**src/rtl/pll_lock_controller_if.sv**
```systemverilog
// pll_lock_controller_if: control/status bundle between the PLL lock sequencer and its environment
//  master: drives en/recal/up/down, observes pd_reset/band/cal_done/lock/lock_lost
//  slave : the sequencer side
interface pll_lock_controller_if #(parameter int BAND_W = 5);
  logic en_in;
  logic recal_in;
  logic up_pulse_in;
  logic down_pulse_in;
  logic pd_reset_out;
  logic [BAND_W-1:0] vco_band_out;
  logic cal_done_out;
  logic lock_out;
  logic lock_lost_out;
  modport master (
    output en_in, recal_in, up_pulse_in, down_pulse_in,
    input pd_reset_out, vco_band_out, cal_done_out, lock_out, lock_lost_out
  );
  modport slave (
    input en_in, recal_in, up_pulse_in, down_pulse_in,
    output pd_reset_out, vco_band_out, cal_done_out, lock_out, lock_lost_out
  );
endinterface

```
**src/rtl/pll_lock_controller.sv**
```systemverilog
// pll_lock_controller: PD reset, binary search of VCO coarse band, then lock detection from up/down balance
//  ref_clk_in/reset : reference clock, synchronous active-high reset
//  bus.en_in/recal_in/up_pulse_in/down_pulse_in : enable, recalibrate pulse, async PD outputs
//  bus.pd_reset_out/vco_band_out/cal_done_out/lock_out/lock_lost_out : PD reset, band, status
module pll_lock_controller #(
  parameter int BAND_W       = 5,
  parameter int CNT_W        = 8,
  parameter int WINDOW       = 128,
  parameter int RST_CYCLES   = 16,
  parameter int SETTLE       = 32,
  parameter int LOCK_TOL     = 4,
  parameter int LOCK_WINDOWS = 4
) (
  input logic ref_clk_in,
  input logic reset,
  pll_lock_controller_if.slave bus
);
  localparam int TW = $clog2(RST_CYCLES + SETTLE + WINDOW + 1);
  localparam int BW = BAND_W > 1 ? $clog2(BAND_W) : 1;
  localparam int LW = $clog2(LOCK_WINDOWS + 1);
  typedef enum logic [2:0] {S_IDLE, S_PD_RESET, S_SETTLE, S_MEASURE, S_TRACK} state_t;
  state_t state_q, state_d;
  logic [1:0] up_sync_q, up_sync_d, dn_sync_q, dn_sync_d;
  logic [CNT_W-1:0] up_cnt_q, up_cnt_d, dn_cnt_q, dn_cnt_d, up_sum, dn_sum;
  logic [TW-1:0] tmr_q, tmr_d;
  logic [BW-1:0] bit_q, bit_d;
  logic [LW-1:0] bal_q, bal_d;
  logic [BAND_W-1:0] band_q, band_d;
  logic pd_reset_q, pd_reset_d, cal_done_q, cal_done_d, lock_q, lock_d, lost_q, lost_d;
  logic signed [CNT_W:0] net;
  logic [CNT_W:0] net_abs;
  logic win_end, balanced, counting;
  always_comb begin
    up_sync_d = {up_sync_q[0], bus.up_pulse_in};
    dn_sync_d = {dn_sync_q[0], bus.down_pulse_in};
    up_sum    = up_cnt_q + CNT_W'(up_sync_q[1]);
    dn_sum    = dn_cnt_q + CNT_W'(dn_sync_q[1]);
    net       = $signed({1'b0, up_sum}) - $signed({1'b0, dn_sum});
    net_abs   = net < 0 ? $unsigned(-net) : $unsigned(net);
    balanced  = net_abs <= (CNT_W+1)'(LOCK_TOL);
    win_end   = tmr_q == TW'(WINDOW - 1);
    counting  = state_q == S_MEASURE || state_q == S_TRACK;
  end
  always_ff @(posedge ref_clk_in) begin
    if (reset) begin
      state_q    <= S_IDLE;
      up_sync_q  <= '0;
      dn_sync_q  <= '0;
      up_cnt_q   <= '0;
      dn_cnt_q   <= '0;
      tmr_q      <= '0;
      bit_q      <= '0;
      bal_q      <= '0;
      band_q     <= '0;
      pd_reset_q <= 1'b1;
      cal_done_q <= 1'b0;
      lock_q     <= 1'b0;
      lost_q     <= 1'b0;
    end else begin
      state_q    <= state_d;
      up_sync_q  <= up_sync_d;
      dn_sync_q  <= dn_sync_d;
      up_cnt_q   <= up_cnt_d;
      dn_cnt_q   <= dn_cnt_d;
      tmr_q      <= tmr_d;
      bit_q      <= bit_d;
      bal_q      <= bal_d;
      band_q     <= band_d;
      pd_reset_q <= pd_reset_d;
      cal_done_q <= cal_done_d;
      lock_q     <= lock_d;
      lost_q     <= lost_d;
    end
  end
  always_comb begin
    state_d = state_q;
    case (state_q)
      S_IDLE:     state_d = S_PD_RESET;
      S_PD_RESET: if (tmr_q == TW'(RST_CYCLES)) state_d = S_SETTLE;
      S_SETTLE:   if (tmr_q == TW'(SETTLE - 1)) state_d = S_MEASURE;
      S_MEASURE:  if (win_end) state_d = bit_q == '0 ? S_TRACK : S_SETTLE;
      S_TRACK:    if (bus.recal_in) state_d = S_PD_RESET;
      default:    state_d = S_IDLE;
    endcase
    if (!bus.en_in) state_d = S_IDLE;
    // one timer serves reset hold, settle wait and window length; TRACK restarts it every window
    tmr_d = (state_d != state_q || state_d == S_IDLE || (state_q == S_TRACK && win_end)) ? '0 : tmr_q + 1'b1;
  end
  always_comb begin
    up_cnt_d = (counting && !win_end && state_d == state_q) ? up_sum : '0;
    dn_cnt_d = (counting && !win_end && state_d == state_q) ? dn_sum : '0;
    band_d   = band_q;
    bit_d    = bit_q;
    // net==0 clears the bit under test: ties resolve toward the slower band
    if (state_q == S_MEASURE && win_end) begin
      band_d[bit_q] = !net[CNT_W] && net != 0;
      if (bit_q != '0) begin
        band_d[bit_q - 1'b1] = 1'b1;
        bit_d = bit_q - 1'b1;
      end
    end
    if (state_d == S_PD_RESET) begin
      band_d = {1'b1, {(BAND_W-1){1'b0}}};
      bit_d  = BW'(BAND_W - 1);
    end
    if (state_d == S_IDLE) begin
      band_d = '0;
      bit_d  = '0;
    end
    bal_d = state_d != S_TRACK ? '0 :
            (state_q == S_TRACK && win_end) ? (balanced ? (bal_q == LW'(LOCK_WINDOWS) ? bal_q : bal_q + 1'b1) : '0) :
            bal_q;
    pd_reset_d = state_d == S_IDLE || state_d == S_PD_RESET;
    cal_done_d = state_d == S_TRACK;
    lock_d     = state_d == S_TRACK && state_q == S_TRACK && bal_q == LW'(LOCK_WINDOWS);
    // sticky loss: only a lock dropped while staying in TRACK counts, recal keeps the flag
    lost_d     = state_d != S_IDLE && (lost_q || (lock_q && !lock_d && state_d == S_TRACK));
  end
  assign bus.pd_reset_out  = pd_reset_q;
  assign bus.vco_band_out  = band_q;
  assign bus.cal_done_out  = cal_done_q;
  assign bus.lock_out      = lock_q;
  assign bus.lock_lost_out = lost_q;
endmodule
```
**src/flat_wrapper.sv**
```systemverilog
// flat-port wrapper written by rule: the top's interface ports become plain ports
module pll_lock_controller_flat 
#(
  parameter int BAND_W       = 5,
  parameter int CNT_W        = 8,
  parameter int WINDOW       = 128,
  parameter int RST_CYCLES   = 16,
  parameter int SETTLE       = 32,
  parameter int LOCK_TOL     = 4,
  parameter int LOCK_WINDOWS = 4
)
  (ref_clk_in, reset, bus_en_in, bus_recal_in, bus_up_pulse_in, bus_down_pulse_in, bus_pd_reset_out, bus_vco_band_out, bus_cal_done_out, bus_lock_out, bus_lock_lost_out);
  pll_lock_controller_if #(.BAND_W(BAND_W)) bus_i ();
  input logic ref_clk_in;
  input logic reset;
  input wire logic [$bits(bus_i.en_in)-1:0] bus_en_in;
  input wire logic [$bits(bus_i.recal_in)-1:0] bus_recal_in;
  input wire logic [$bits(bus_i.up_pulse_in)-1:0] bus_up_pulse_in;
  input wire logic [$bits(bus_i.down_pulse_in)-1:0] bus_down_pulse_in;
  output wire logic [$bits(bus_i.pd_reset_out)-1:0] bus_pd_reset_out;
  output wire logic [$bits(bus_i.vco_band_out)-1:0] bus_vco_band_out;
  output wire logic [$bits(bus_i.cal_done_out)-1:0] bus_cal_done_out;
  output wire logic [$bits(bus_i.lock_out)-1:0] bus_lock_out;
  output wire logic [$bits(bus_i.lock_lost_out)-1:0] bus_lock_lost_out;
  assign bus_i.en_in = bus_en_in;
  assign bus_i.recal_in = bus_recal_in;
  assign bus_i.up_pulse_in = bus_up_pulse_in;
  assign bus_i.down_pulse_in = bus_down_pulse_in;
  assign bus_pd_reset_out = bus_i.pd_reset_out;
  assign bus_vco_band_out = bus_i.vco_band_out;
  assign bus_cal_done_out = bus_i.cal_done_out;
  assign bus_lock_out = bus_i.lock_out;
  assign bus_lock_lost_out = bus_i.lock_lost_out;
  pll_lock_controller #(.BAND_W(BAND_W), .CNT_W(CNT_W), .WINDOW(WINDOW), .RST_CYCLES(RST_CYCLES), .SETTLE(SETTLE), .LOCK_TOL(LOCK_TOL), .LOCK_WINDOWS(LOCK_WINDOWS)) u_core (.ref_clk_in(ref_clk_in), .reset(reset), .bus(bus_i));
endmodule
```
**config.mk**
```make
export PLATFORM = sky130hd
export DESIGN_NAME = pll_lock_controller_flat
export DESIGN_NICKNAME = d
export VERILOG_FILES = /design/src/rtl/pll_lock_controller_if.sv /design/src/rtl/pll_lock_controller.sv /design/src/flat_wrapper.sv
export SDC_FILE = /design/constraint.sdc
export NUM_CORES = 1
export LEC_CHECK = 0
export CORE_ASPECT_RATIO = 1.1
export CORE_MARGIN = 8
export CORE_UTILIZATION = 40
export CTS_CLUSTER_DIAMETER = 50
export CTS_CLUSTER_SIZE = 8
export DETAILED_ROUTE_END_ITERATION = 6
export SYNTH_ARGS = -nofsm -noshare
export SYNTH_HDL_FRONTEND = slang
export SYNTH_SLANG_ARGS = --single-unit
```
**constraint.sdc**
```tcl
create_clock -name ref_clk_in -period 4.55 [get_ports ref_clk_in]
set_clock_uncertainty 0.05 [all_clocks]
set_input_delay 0.455 -clock ref_clk_in [delete_from_list [all_inputs] [get_ports ref_clk_in]]
set_output_delay 0.455 -clock ref_clk_in [all_outputs]
set_load 0.02 [all_outputs]
```
==> metrics.txt <==
die height 102 µm; hold depth 1; Final GP Congestion 0.834; CTS root buf clkbuf_8; Clock Path Buffers 2; final setup TNS 0 ps; PwrDens 238 nW/µm²; reg2reg start u_core.dn_cnt_q[0]; DP HPWL 4010 µm; nets about 350; r2r endpoint u_core.bus.vco_band_out[1]; cts hold-fix bufs 0; clock latency on the worst-skew pair 300 ps; Die Span X 94.4 µm; Final Slew Violations 0; Critical Path End Type flop; Post-synth top cells dfxtp_1 (46), nor2_1 (39), inv_1 (18); TritonCTS buffer count 5; critical path startpoint category flop; Setup Fix Bufs, Post-CTS 0; Yosys cell types 64; CTS H-tree depth 2; Critical Path Fanout Max 5; largest net degree at the start of global routing 17; Worst-path clk slew approximately 90 ps; vias between 2000 and 2500; iteration-0 DRC count of the detailed router 53; layout cell share with drive strength beyond 1 0.0895; Antenna diodes 0; initial antenna violation count 0; worst hold start u_core.up_sync_q[0]; first-pass GRT wire length roughly 9400 µm; grt ovf 0; drt wl/cell 12.8 µm; # clock sinks 46; I/O pins 15; row cnt 31; Leak Pwr 1.07 nW; final WL around 5200 µm; maxcap violations 0; number of global-route vias before repair roughly 2100; Synth area leaders dfxtp_1 (34%), ha_1 (7.9%), nor2_1 (5.4%); final antenna-violating net count 0; Worst Tran Pin Value just under 600 ps; DRC errors left 0; period utilization 0.751; R2R setup slack between 1000 and 1500 ps; max frequency ~0.29 GHz; Synth top area share 0.340; Worst Path Required 4670 ps; Starting Density 0.413; total track usage 0.121; area of the multi-input gates about 1700 µm²; Worst EP arrival between 3000 and 4000 ps; I/O Buffers 14; Yosys reg bits 46; relative slew slack 0.612; core area 6560 µm²; CP Class reg2reg; outcome finished, final reports clean; Hold Path Class reg2reg; Via-to-Cell Ratio roughly 5.3; Design Power between 0.7 and 0.8 mW; largest area contributor in the synthesized netlist dfxtp_1; Ys Warns 0; area delta synth->final 10.9%; Die ar. roughly 9700 µm²; TritonCTS clock tree done; top-count cell post-synth dfxtp_1; Syn Inst Count between 300 and 400; final hold vios 0; register area share after synthesis 0.340; register area a little over 900 µm²; Hold Path End u_core.up_sync_q[1]; Worst R2R Path Depth 12; main flop type after synthesis dfxtp_1; Post-Syn Nets 336; RSZ-0062 raised after global routing no; post-cts resize count 0; Avg Cell Area, Syn roughly 8.7 µm²; Mapped Area ~2700 µm²; First-pass DRT Iterations 4; min Tclk post-route ~3400 ps; final setup fails 0; fraction of registers with async set/reset 0; peak supply drop approximately 0.00011 V; Post-synth EDFFs 0; fillers between 600 and 700
## how the worst max path moves through the flow
stage	start	end	slack (ps)	cells after the start
2_1_floorplan	u_core.dn_cnt_q[0]	u_core.bal_q[0]	1370	12
3_3_place_gp	u_core.up_cnt_q[0]	u_core.bus.vco_band_out[1]	1220	12
3_5_place_dp	u_core.dn_cnt_q[0]	u_core.bus.vco_band_out[2]	1170	12
4_1_cts	u_core.dn_cnt_q[0]	u_core.bus.vco_band_out[2]	1130	12
5_1_grt	u_core.dn_cnt_q[0]	u_core.bus.vco_band_out[1]	780	12
6_report	u_core.dn_cnt_q[0]	u_core.bus.vco_band_out[1]	1130	12
## kinds of logic (layout without fill, tap and decap cells)
group / count (synthesis) / in the layout / share of synthesized area
adder cells (fa/ha/maj): 19 / 19 / 0.0901
AO/OA/AOI/OAI: 64 / 64 / 0.182
flip-flops: 46 / 46 / 0.340
multiplexers: 3 / 3 / 0.0116
AND/OR/NAND/NOR: 127 / 127 / 0.250
buffers and inverters: 28 / 40 / 0.0393
XOR/XNOR: 25 / 25 / 0.0864
## worst max-delay path, stage by stage (launching register included)
cell      delay, ps
dfxtp_1         310
ha_1            220
ha_1            240
xnor2_1         160
ha_1            380
a21o_1          190
maj3_2          340
xnor2_1         310
nand3_1         150
nor4bb_1        280
a21oi_1         150
nor3_1          370
a311oi_1        150
## cell usage in the layout, fill, tap and decap left out, types with 3 or more instances in the layout
| cell type | instances |
|---|---|
| nor3_1 | 7 |
| nand4_1 | 3 |
| o31ai_1 | 4 |
| nor2_1 | 39 |
| a211oi_1 | 7 |
| nor2b_1 | 12 |
| ha_1 | 17 |
| clkdlybuf4s50_1 | 14 |
| nand2b_1 | 4 |
| clkbuf_8 | 5 |
| o211ai_1 | 3 |
| inv_1 | 18 |
| dfxtp_1 | 46 |
| a31oi_1 | 3 |
| nand3_1 | 13 |
| or3_1 | 4 |
| a21oi_1 | 15 |
| nand2_1 | 15 |
| and3_1 | 8 |
| a311oi_1 | 6 |
| nand3b_1 | 4 |
| xnor2_1 | 13 |
| xor2_1 | 10 |
| o21ai_0 | 6 |
## sequential cells by signal, indices dropped and copies added (netlist names), 2 cells and up
| register | flops |
|---|---|
| u_core.up_sync_q | 2 |
| u_core.bus.vco_band_out | 5 |
| u_core.bal_q | 3 |
| u_core.dn_cnt_q | 8 |
| u_core.up_cnt_q | 8 |
| u_core.dn_sync_q | 2 |
| u_core.tmr_q | 8 |
| u_core.bit_q | 3 |
| u_core.state_q | 3 |
## power by group
group          switching (mW)  total (mW)  internal [mW]
clock network           0.145       0.253          0.108
registers             0.00315       0.409          0.406
logic                  0.0282      0.0532         0.0250
total                   0.176       0.715          0.539
## layer usage
| metal | share of wire | track usage | wire length (µm) | vias to the layer above |
|---|---|---|---|---|
| li1 | - | - | - | 1129 |
| met1 | 0.46 | 0.139 | 2420 | 978 |
| met3 | 0.029 | 0.0301 | 153 | 5 |
| met4 | 0.012 | 0.0330 | 63 | 0 |
| met5 | 0 | 0 | 0 | - |
| met2 | 0.49 | 0.214 | 2570 | 23 |
## area by class of cell
type / count / area share
multi-input cells: 238 / 0.560
flip-flops and latches: 46 / 0.307
repair buffers: 14 / 0.0467
well taps: 82 / 0.0342
clock buffers: 5 / 0.0229
inverters: 18 / 0.0225
clock inverters: 3 / 0.00709
## through the flow
stage                     cell area, µm²  hold WS, ps  setup slack (ps)  instances  utilization
after floorplan                     2710          364              1370        312            -
after global placement              2910          373              1220        398        0.444
after detailed placement            2910          379              1170        398        0.444
after CTS                           3000          402              1130        406        0.458
after global routing                3000          426               776        406        0.458
final                               3000          399              1130        406        0.458
(Power assumes the default switching activity.)
